### config.mk
export PLATFORM = sky130hd
export DESIGN_NAME = serial_add_ctrl
export DESIGN_NICKNAME = d
export VERILOG_FILES = /design/src/rtl/serial_add_pkg.sv /design/src/rtl/half_adder.sv /design/src/rtl/serial_add_ctrl.sv
export SDC_FILE = /design/constraint.sdc
export NUM_CORES = 1
export LEC_CHECK = 0
export CAP_MARGIN = 10
export CORE_ASPECT_RATIO = 1.75
export CORE_MARGIN = 3
export CORE_UTILIZATION = 45
export DETAILED_ROUTE_END_ITERATION = 10
export GPL_TIMING_DRIVEN = 0
export PLACE_DENSITY = 0.68
export SETUP_SLACK_MARGIN = 0.05
export SYNTH_ARGS = -nofsm -noshare
export SYNTH_HDL_FRONTEND = slang
export SYNTH_SLANG_ARGS = --single-unit
export TNS_END_PERCENT = 20
### constraint.sdc
create_clock -name clk -period 2.2 [get_ports clk]
set_input_delay 0.22 -clock clk [delete_from_list [all_inputs] [get_ports clk]]
set_output_delay 0.22 -clock clk [all_outputs]
set_load 0.02 [all_outputs]
### src/rtl/serial_add_pkg.sv
// Shared definitions for the bit-serial adder sequencer: FSM state encoding
// and the default operand width.
package serial_add_pkg;

   localparam int DEFAULT_WIDTH = 8;

   typedef enum logic [1:0] {
      S_IDLE = 2'd0,
      S_ADD  = 2'd1,
      S_DONE = 2'd2
   } state_t;

endpackage

### src/rtl/half_adder.sv
// One-bit half adder; two of these form the full-adder cell of the serial adder.
module half_adder (
   input  logic a,
   input  logic b,
   output logic s,
   output logic c
);

   assign s = a ^ b;
   assign c = a & b;

endmodule

### src/rtl/serial_add_ctrl.sv
// Bit-serial adder sequencer: captures two operands on start, adds one bit per
// clock through a half-adder pair, then pulses done with {carry_out, sum}.
module serial_add_ctrl
   import serial_add_pkg::*;
#(
   parameter int WIDTH = DEFAULT_WIDTH
) (
   input  logic             clk,
   input  logic             rst_n,
   input  logic             start,
   input  logic [WIDTH-1:0] op_a,
   input  logic [WIDTH-1:0] op_b,
   output logic             busy,
   output logic             done,
   output logic [WIDTH:0]   result
);

   localparam int CNT_W = $clog2(WIDTH + 1);
   localparam logic [CNT_W-1:0] LAST_CNT = CNT_W'(WIDTH - 1);

   state_t           state;
   logic [WIDTH-1:0] sh_a;
   logic [WIDTH-1:0] sh_b;
   logic [WIDTH-1:0] acc;
   logic [WIDTH-1:0] acc_next;
   logic             carry;
   logic [CNT_W-1:0] cnt;

   logic p;
   logic g0;
   logic g1;
   logic s;
   logic c;

   half_adder ha0 (
      .a (sh_a[0]),
      .b (sh_b[0]),
      .s (p),
      .c (g0)
   );

   half_adder ha1 (
      .a (p),
      .b (carry),
      .s (s),
      .c (g1)
   );

   assign c = g0 | g1;

   // Accumulator with the current sum bit merged in at position cnt, so the
   // final edge can publish the complete sum without an extra cycle.
   genvar gi;
   generate
      for (gi = 0; gi < WIDTH; gi++) begin : g_acc
         assign acc_next[gi] = (cnt == CNT_W'(gi)) ? s : acc[gi];
      end
   endgenerate

   always_ff @(posedge clk or negedge rst_n) begin
      if (!rst_n) begin
         state  <= S_IDLE;
         busy   <= 1'b0;
         done   <= 1'b0;
         result <= '0;
         sh_a   <= '0;
         sh_b   <= '0;
         acc    <= '0;
         carry  <= 1'b0;
         cnt    <= '0;
      end else begin
         case (state)
            S_IDLE: begin
               if (start) begin
                  sh_a  <= op_a;
                  sh_b  <= op_b;
                  carry <= 1'b0;
                  cnt   <= '0;
                  busy  <= 1'b1;
                  state <= S_ADD;
               end
            end
            S_ADD: begin
               acc   <= acc_next;
               carry <= c;
               sh_a  <= sh_a >> 1;
               sh_b  <= sh_b >> 1;
               cnt   <= cnt + CNT_W'(1);
               if (cnt == LAST_CNT) begin
                  result <= {c, acc_next};
                  done   <= 1'b1;
                  busy   <= 1'b0;
                  state  <= S_DONE;
               end
            end
            S_DONE: begin
               done  <= 1'b0;
               state <= S_IDLE;
            end
            default: begin
               busy  <= 1'b0;
               done  <= 1'b0;
               state <= S_IDLE;
            end
         endcase
      end
   end

endmodule

**Word level (Yosys, flattened, before mapping)**

Index checks and enable logic that the tools add are counted.

- Bits in registers: 42
- Latch bits: 0
- Bits in writable memories: 0
- ROM bits: 0
- Input port bits: 19
- Output and inout bits: 11
- Logic and storage cells: 60
- Memories kept: 0

- $add $sub $neg: 1
- Multiply operators: 0
- Div/mod/pow operators: 0
- Magnitude comparators: 0
- Equal/unequal tests: 11
- Shift operators: 0
- Muxes and demuxes: 24
- Bitwise operators: 7
- Reduce and logical (&&, ||, !) cells: 8

Operator list:

| kind | number |
|---|---|
| $pmux 8 s2 | 2 |
| $eq 4x3->1 const B | 4 |
| $mux 8 | 2 |
| $mux 1 | 12 |
| $eq 4x2->1 const B | 2 |
| $pmux 4 s2 | 1 |
| $reduce_and 2->1 | 4 |
| $add 4x1->4 const B | 1 |
| $eq 4x1->1 const B | 1 |
| $logic_not 4->1 | 1 |
| $mux 2 | 2 |
| $mux 4 | 1 |
| $ne 2x2->1 const B | 2 |
| $pmux 1 s2 | 2 |
| $pmux 2 s2 | 1 |
| $pmux 1 s3 | 1 |
| $reduce_and 3->1 | 1 |
| $and 1x1->1 | 2 |
| $eq 2x1->1 const B | 1 |
| $eq 2x2->1 const B | 1 |
| $logic_not 2->1 | 1 |
| $not 1->1 | 2 |
| $reduce_bool 2->1 | 1 |
| $xor 1x1->1 | 2 |
| $or 1x1->1 | 1 |

**Logic depth before layout (Yosys ltp)**

Gate-level depths: netlist of run 1.

- Word-level depth: 4
- Depth in mapped cells: 5
- Gate-level depth less buffers: 5

**Cells and area by module**

A second synthesis of run 1 with hierarchy kept.

- Cell total of the unflattened synthesis: 197
- Area total of the unflattened synthesis: 2120.8 um^2

Modules (own cells, without submodules):

| module | times used | cells each | area an instance (um^2) | sequential area each (um^2) |
|---|---|---|---|---|
| serial_add_ctrl | 1 | 195 | 2095.8 | 1026.0 |
| half_adder | 2 | 1 | 12.5 | 0.0 |

**Least setup slack after synthesis of run 1**

No wires, ideal clock.

- Path type: register to register
- Start: register carry
- End: register result[5]
- Setup time: 0.125 ns
- Arrival: 1.599 ns
- Data required time: 2.075 ns
- Path slack: 0.477 ns
- Stages on the path, launching flop included: 5
- Buffers on the path: 1
- Period minus slack after synthesis: 1.723 ns
- Cells stage by stage: dfrtp_1 -> fa_1 -> clkbuf_1 -> mux2_1 -> mux2_2

- Word-level cells in the longest chain between the ends: 2

Ends and longest elaborated chain:

| item | line | source |
|---|---|---|
| from (decl) | serial_add_ctrl.sv:26 | `logic carry;` |
| from (signal assigned) | serial_add_ctrl.sv:69 | `carry <= 1'b0;` |
| from (signal assigned) | serial_add_ctrl.sv:77 | `carry <= 1'b0;` |
| from (signal assigned) | serial_add_ctrl.sv:85 | `carry <= c;` |
| $xor 1x1->1 | half_adder.sv:9 | `assign s = a ^ b;` |
| $mux 1 | serial_add_ctrl.sv:56 | `assign acc_next[gi] = (cnt == CNT_W'(gi)) ? s : acc[gi];` |
| to (signal assigned) | serial_add_ctrl.sv:90 | `result <= {c, acc_next};` |
| to (decl) | serial_add_ctrl.sv:15 | `output logic [WIDTH:0] result` |

Every way passes these cells.
A chain may end at the register's enable or synchronous reset.

**Worst setup path in the final report of run 1**

Ends and elaborated chain as after synthesis.

==> run metrics, run 1 <==
status=finished, final reports clean; RSZ-0062 raised after global routing=false; Pleak=1.06 nW; Final Skew=just under 0.005 ns; PwrDens=~1400 nW/um2; TritonRoute pass-1 iters=4; syn_nets=between 200 and 250; r2r startpoint=carry$_DFFE_PN0P_; mean post-synth cell area=approximately 11 um2; fin. max-slew vios=0; CTS Sinks=41; hold_ws=0.0625 ns; GPL Wtd Cong=just under 0.8; commonest non-fill, non-tap cell in the layout=dfrtp_1; ys flop type=dfrtp_1; initial antenna violation count=0; synthesized flop and latch total=41; Worst R2R Setup Slack=between 0.2 and 0.3 ns; cell area after layout=around 2500 um2; input/output buffers=29; Max-Cap Viols=0; maximum vdd drop=0.000934 V; n_diodes=0; crit path DAT=approximately 2.1 ns; first-pass GRT wire length=roughly 7.5 mm; CTS tree=done; CP max FO=9; highest-delay cell along the critical path=fa_1; die area=around 5400 um2; Max Freq=521 MHz; Netlist cell types=26; DRC viols=0; total number of vias=about 1500; routed length per instance=approximately 16 um; yosys synthesis warning count=0; clock-pin slew on the worst setup and hold paths=0.07 ns; drt first-iter violations=between 40 and 50; Max-slew headroom=about two fifths; worst slew pin tran=roughly 0.91 ns; post-synthesis cell type with the largest combined area=dfrtp_1; CP peak stage delay=around 0.60 ns; Post-CTS Hold Buffers=0; post-route ant nets=0; largest net degree at the start of global routing=between 40 and 50; FFs w/ async S/R, synth=between 90% and 100%; share of post-route cells with drive strength above 1=about an eighth; Post-CTS Setup Inserts=0; min-delay worst type=input pin to async pin; Power Total=3.44 mW; CP delay by family, top=adder cells; post-synthesis sequential area ratio=between 50% and 60%; minimum clock period=~1.9 ns; fin crit share=approximately 87%; post-synth top area share=50.4%; Final HPWL DP=roughly 3.3 mm; total congestion overflow=0; crit path launch type=flop; Fin. Hold Viols=0; Setup Viol. Count Final=0; Crit Path Class=flop to flop; CTS H-Tree Depth=2; Die Y=roughly 95 um; io pins=30; synthesized cell area=approximately 2000 um2; CTS Buffer Depth=2; placed cell area=approximately 2400 um2; Starting Density=47.7%; EDFF count, synth=0; number of global-route vias before repair=approximately 1600; crit end category=flop; root buffer cell=clkbuf_8; Num CTS Buffers=5; CP Cell Sequence=fa_1 > clkbuf_1 > mux2_1 > mux2_2; Worst EP required=between 2 and 2.5 ns; Synth Instances=between 150 and 200; DIE WIDTH=approximately 57 um; WL final=between 4 and 5 mm; Layout area overhead=21.3%; drt via density=between 5 and 6; Reg2Reg Depth=4; top cells by area, synth=dfrtp_1, mux2_1, mux2_2, nor2b_1, a22oi_1; final net count=about 240; most frequent cells in the layout=dfrtp_1, clkdlybuf4s50_1, nor2b_1, o21ai_1, a21oi_1; Buf/Inv on CP=1; # rows=31; Post-CTS Resized=0; Skew-Pair Late Insertion Delay=just under 0.3 ns; Final Util=57.9%; Tot GR Track Use=17.8%; worst r2r dst=result[5]$_DFFE_PN0P_; core box area=4270 um2
[flip-flops by register name, indices dropped and copies added, names as in the netlist]
name / flops
result: 9
sh_a: 8
sh_b: 8
acc: 7
cnt: 4
state: 2
busy: 1
carry: 1
done: 1
[power breakdown]
| part | switching, mW | internal (mW) |
|---|---|---|
| clock | 0.240 | 0.249 |
| sequential | 0.220 | 1.08 |
| combinational | 0.863 | 0.795 |
[per-stage QoR]
step	worst slack (ns)	instances	setup TNS, ns
2_1_floorplan	0.477	183	0
3_3_place_gp	-0.0629	261	-2.51
3_5_place_dp	0.296	261	0
4_1_cts	0.281	268	0
5_1_grt	0.182	268	0
6_report	0.282	268	0
[cells by family after synthesis]
family,after synthesis,synth area share [%]
flip-flops,41,50.4
AND/OR/NAND/NOR,42,12.6
multiplexers,25,13.8
AO/OA/AOI/OAI,54,15.9
buffers and inverters,16,3.93
adder cells (fa/ha/maj),5,3.44
[Yosys cell counts, types with 5 or more instances]
cell type / number
a21oi_1: 16
a22oi_1: 14
clkbuf_1: 5
dfrtp_1: 41
mux2_1: 14
mux2_2: 10
nand2_1: 6
nand3_1: 5
nor2b_1: 18
o21ai_1: 18
[layout make-up]
class / count / area [um2]
Buffer: 13 / 68.8
Clock buffer: 7 / 86.3
Fill cell: 379 / 1800
Inverter: 3 / 11.3
Multi-Input combinational cell: 126 / 931
Sequential cell: 41 / 1030
Tap cell: 49 / 61.3
Timing Repair Buffer: 29 / 285
[layer usage]
| metal | track usage (%) | wire length [um] | vias to the layer above |
|---|---|---|---|
| li1 | - | - | 724 |
| met1 | 19.2 | 1700 | 754 |
| met2 | 32.7 | 2440 | 33 |
| met3 | 3.69 | 173 | 9 |
| met4 | 8.32 | 104 | 0 |
| met5 | 0 | 0 | - |
[worst max-delay path by stage]
stage,start,cells past startpoint,slack [ns],endpoint
global route,sh_b[0]$_DFFE_PN0P_,4,0.18,result[5]$_DFFE_PN0P_
floorplan,carry$_DFFE_PN0P_,4,0.48,result[5]$_DFFE_PN0P_
global placement,rst_n,1,-0.06,result[5]$_DFFE_PN0P_
detailed placement,carry$_DFFE_PN0P_,4,0.30,result[5]$_DFFE_PN0P_
finish,carry$_DFFE_PN0P_,4,0.28,result[5]$_DFFE_PN0P_
CTS,carry$_DFFE_PN0P_,4,0.28,result[5]$_DFFE_PN0P_
No activity file was read; power rests on OpenSTA's default activity.
==> inputs of run 2 (changes only) <==
Settings changed: DONT_BUFFER_PORTS set to 1, PLACE_DENSITY 0.68 to unset.
==> run metrics, run 2 (synthesis results as in run 1) <==
max reg flops=9; Layout area overhead=10.4%; Die Y=95 um; maximum vdd drop=0.000738 V; initial antenna violation count=0; CTS H-Tree Depth=2; hold_ws=~0.10 ns; routed length per instance=17.3 um; DIE WIDTH=about 57 um; die area=between 5000 and 6000 um2; n_diodes=0; RSZ-0062 raised after global routing=false; Max-Cap Viols=0; GPL Wtd Cong=0.781; DP Worst Slack=~0.29 ns; CTS tree=done; post-route ant nets=0; Pleak=approximately 0.98 nW; core box area=around 4300 um2; Fin. Hold Viols=0; Biggest register=result; Final Skew=around 0.011 ns; drt via density=between 5 and 6; total number of vias=approximately 1400; final net count=around 220; # rows=31; PwrDens=roughly 1500 nW/um2; placed cell area=roughly 2100 um2; Skew-Pair Late Insertion Delay=0.30 ns; TritonRoute pass-1 iters=4; Crit Path Class=flop to flop; commonest non-fill, non-tap cell in the layout=dfrtp_1; Max-slew headroom=68.6%; fraction of power consumed by sequential logic=42.4%; DP Cell Count=around 230; minimum clock period=1.93 ns; Net Switching=roughly 1.3 mW; Power Total=3.37 mW; total congestion overflow=0; share of post-route cells with drive strength above 1=between 10% and 20%; crit end category=flop; fin crit share=87.9%; cell internal pwr=2.06 mW; Setup Viol. Count Final=0; Comb power frac=just under 40%; drt first-iter violations=33; Worst EP required=about 2.4 ns; CTS Sinks=41; WL final=between 4 and 5 mm; crit path DAT=2.11 ns; first-pass GRT wire length=7.17 mm; Post-CTS Resized=0; input/output buffers=0; Setup TNS=0 ns; CTS Buffer Depth=2; Final Util=52.7%; io pins=30; clock-pin slew on the worst setup and hold paths=0.09 ns; Tot GR Track Use=roughly 17%; status=finished, final reports clean; worst slew pin tran=around 0.47 ns; most frequent cells in the layout=dfrtp_1, nor2b_1, o21ai_1; Sw Share=between 30% and 40%; min-delay worst type=input pin to flop; Regs by FF count=result x9, sh_a x8, sh_b x8; fin. max-slew vios=0; root buffer cell=clkbuf_8; setup slack after layout=roughly 0.27 ns; crit path launch type=flop; number of global-route vias before repair=1455; largest net degree at the start of global routing=42; Layout Cells excl Fill=roughly 240; Clock Power Share=about a fifth; Starting Density=a little under half; DRC viols=0; CP max FO=9; Final HPWL DP=roughly 3.0 mm; Num CTS Buffers=5; cell area after layout=around 2200 um2; Max Freq=approximately 520 MHz
run 2: changes by cell type in the layout (fill, tap and decap cells not counted):
cell             delta
clkdlybuf4s50_1    -28
buf_12              +1
buf_2               -1
bufinv_16           +1
clkbuf_1            -1
clkinvlp_4          +1
dlygate4sd3_1       +1
run 2: final timing paths:
check	startpoint	to	slack, ns	cells after the start
max	carry$_DFFE_PN0P_	result[5]$_DFFE_PN0P_	0.27	4
min	op_a[1]	sh_a[1]$_DFFE_PN0P_	0.10	2
max reg2reg	carry$_DFFE_PN0P_	result[5]$_DFFE_PN0P_	0.27	4
min reg2reg	acc[1]$_DFFE_PN0N_	acc[1]$_DFFE_PN0N_	0.49	1
max in group asynchronous	rst_n	sh_b[2]$_DFFE_PN0P_	1.62	2
min in group asynchronous	rst_n	acc[2]$_DFFE_PN0N_	0.36	2
run 2: power by group through the flow:
stage / combinational (mW) / clock, mW / sequential [mW]
global placement: 1.26 / 0 / 1.44
global route: 1.47 / 0.683 / 1.48
floorplan: 1.03 / 0 / 1.38
finish: 1.30 / 0.637 / 1.43
CTS: 1.32 / 0.651 / 1.44
detailed placement: 1.29 / 0 / 1.45
run 2: area by class of cell:
| type | count | area, um2 |
|---|---|---|
| Multi-Input combinational cell | 126 | 931 |
| Clock inverter | 2 | 37.5 |
| Sequential cell | 41 | 1030 |
| Tap cell | 49 | 61.3 |
| Buffer | 13 | 68.8 |
| Fill cell | 393 | 2020 |
| Timing Repair Buffer | 2 | 30.0 |
| Inverter | 3 | 11.3 |
| Clock buffer | 6 | 82.6 |
run 2: routing by layer:
layer | GRT usage [%] | part of all wire, % | routed length, um
met1 | 19.3 | 40 | 1670
met2 | 30.9 | 55 | 2300
met3 | 4.10 | 3.5 | 146
met4 | 5.80 | 1.5 | 61
met5 | 0 | 0 | 0
run 2: timing repair:
item                                    in CTS  in global routing
setup buffers                                0                  0
endpoints found under the hold margin       41                  0
hold buffers                                 2                  0
endpoints found under the setup margin       0                  0
run 2: critical path, cell delays in order (launching register included):
cell and delay, ns:
dfrtp_1 0.41, fa_1 0.59, clkbuf_1 0.24, mux2_1 0.32, mux2_2 0.26
==> inputs of run 3 (changes only) <==
Settings changed: SYNTH_HIERARCHICAL set to 1.
==> run metrics, run 3 <==
status=finished, final reports clean; # rows=32; FFs w/ async S/R, synth=100%; mean post-synth cell area=10.8 um2; GPL Wtd Cong=between 0.7 and 0.8; Layout area overhead=9.20%; setup slack after layout=around 0.37 ns; PwrDens=roughly 1500 nW/um2; most frequent cells in the layout=dfrtp_1, a21oi_1, nor2b_1; Hold Path Stages=1; maximum vdd drop=around 0.0010 V; DRC viols=0; synthesized flop and latch total=41; DP Worst Slack=0.375 ns; Die Y=96.8 um; Regs by FF count=result x9, sh_a x8, sh_b x8; Final Skew=slightly above 0.005 ns; DIE WIDTH=roughly 58 um; Power Total=between 3 and 4 mW; Setup Viol. Count Final=0; Hold Startpoint=op_a[7]; Crit Path Class=flop to flop; post-synthesis sequential area ratio=48.4%; Post-CTS Hold Buffers=2; root buffer cell=clkbuf_8; share of post-route cells with drive strength above 1=~18%; drt via density=just under 6; total congestion overflow=0; WHS Endpoint=sh_a[7]$_DFFE_PN0P_; DP Cell Count=around 250; fin crit share=a little over four fifths; initial antenna violation count=0; Final HPWL DP=roughly 3.3 mm; TritonRoute pass-1 iters=6; first-pass GRT wire length=7.68 mm; number of global-route vias before repair=1600; final net count=roughly 230; Post-CTS Resized=0; clock-pin slew on the worst setup and hold paths=roughly 0.080 ns; max reg flops=9; post-synthesis cell type with the largest combined area=dfrtp_1; Pleak=about 1.0 nW; Synth Instances=slightly below 200; largest net degree at the start of global routing=42; RSZ-0062 raised after global routing=false; Starting Density=47.3%; worst r2r dst=result[6]$_DFFE_PN0P_; minimum clock period=around 1.8 ns; CTS Sinks=41; CP Cell Sequence=ha_1 > ha_1 > clkbuf_1 > nand3_1 > a31oi_1; fin. max-slew vios=0; placed cell area=2180 um2; drt first-iter violations=76; crit end category=flop; input/output buffers=0; count leader, synth=dfrtp_1; most frequent CP cell=ha_1; io pins=30; Num CTS Buffers=5; min-delay worst type=input pin to flop; CTS Buffer Depth=2; CTS tree=done; Layout Cells excl Fill=258; post-route ant nets=0; CP peak stage delay=0.41 ns; top cells by area, synth=dfrtp_1, a22oi_1, nor2b_1, a21oi_1, ha_1; r2r startpoint=sh_a[0]$_DFFE_PN0P_; top cells by count, synth=dfrtp_1, a21oi_1, nor2b_1; crit path DAT=between 2 and 2.5 ns; CP max FO=9; post-synth top area share=roughly 48%; core box area=between 4000 and 5000 um2; commonest non-fill, non-tap cell in the layout=dfrtp_1; syn_nets=~220; Tot GR Track Use=approximately 17%; CTS H-Tree Depth=2; Reg2Reg Depth=5; Biggest register=result; Max-slew headroom=about 70%; worst slew pin tran=0.455 ns; Max Freq=546 MHz; WL final=approximately 4.5 mm; yosys synthesis warning count=6; n_diodes=0; die area=between 5000 and 6000 um2; cell area after layout=around 2300 um2; highest-delay cell along the critical path=dfrtp_1; Post-CTS Setup Inserts=0; Netlist cell types=31; ys flop type=dfrtp_1; total number of vias=about 1500; routed length per instance=about 18 um; Fin. Hold Viols=0; Worst R2R Setup Slack=about 0.37 ns; Worst EP required=between 2 and 2.5 ns; crit path launch type=flop; Max-Cap Viols=0; Skew-Pair Late Insertion Delay=0.29 ns; EDFF count, synth=0; Setup TNS=0 ns; synthesized cell area=2120 um2
==> run 3: cell types whose count changed after synthesis, moves of 4 or more <==
cell      previous run  this run
a31oi_1              1        10
mux2i_1              1         5
o21ai_0              0        14
mux2_1              14         4
nand3b_1             4         0
o21ai_1             18         4
nand2_1              6        11
buf_6                0         5
mux2_2              10         5
==> run 3: worst max path at each step <==
stage	startpoint	to	slack (ns)	depth (start not counted)
finish	sh_a[0]$_DFFE_PN0P_	result[6]$_DFFE_PN0P_	0.37	5
global route	sh_a[0]$_DFFE_PN0P_	result[4]$_DFFE_PN0P_	0.21	5
CTS	sh_a[0]$_DFFE_PN0P_	result[6]$_DFFE_PN0P_	0.35	5
detailed placement	sh_a[0]$_DFFE_PN0P_	result[6]$_DFFE_PN0P_	0.38	5
global placement	sh_a[0]$_DFFE_PN0P_	result[4]$_DFFE_PN0P_	0.41	5
floorplan	sh_a[0]$_DFFE_PN0P_	acc[0]$_DFFE_PN0N_	0.63	4
==> run 3: per-stage QoR <==
| stage | hold slack (ns) | utilization, % |
|---|---|---|
| after floorplan | -0.0756 | - |
| after detailed placement | -0.0746 | 48.7 |
| after global routing | 0.0952 | 51.6 |
| after global placement | -0.0745 | 48.7 |
| final | 0.107 | 51.6 |
| after CTS | 0.105 | 51.6 |
==> run 3: cells by family (layout without fill, tap and decap cells) <==
logic type                 after synthesis  count (layout)  synth area share (%)
and+or+nand+nor                         46              46                  13.5
AOI/OAI and AO/OA                       68              68                  20.0
adders and majority gates                6               6                  3.54
DFF                                     41              41                  48.4
muxes                                   15              15                  7.85
buffers and inverters                   21              31                  6.72
==> run 3: cell type report <==
cell class	count	area, um2
Clock buffer	7	96.3
Buffer	17	128
Multi-Input combinational cell	135	952
Tap cell	51	63.8
Sequential cell	41	1030
Inverter	4	15.0
Fill cell	428	2170
Clock inverter	1	5.00
Timing Repair Buffer	2	30.0
==> run 3: power by group <==
part | internal (mW) | total [mW] | switching (mW)
combinational | 0.684 | 1.51 | 0.828
clock | 0.283 | 0.531 | 0.248
sequential | 1.07 | 1.40 | 0.334
total | 2.03 | 3.44 | 1.41
==> run 3: critical path, delay by kind of cell (launching register included) <==
kind | cells | cell delay (ns)
buffers and inverters | 1 | 0.31
AND/OR/NAND/NOR | 1 | 0.12
adder cells (fa/ha/maj) | 2 | 0.72
flip-flops | 1 | 0.41
AO/OA/AOI/OAI | 1 | 0.19
==> run 3: metal layers <==
| metal | vias up | global-route usage, % | wire length [um] |
|---|---|---|---|
| li1 | 719 | - | - |
| met1 | 743 | 19.9 | 1800 |
| met2 | 30 | 31.2 | 2480 |
| met3 | 5 | 3.47 | 190 |
| met4 | 0 | 5.00 | 46 |
| met5 | - | 0 | 0 |
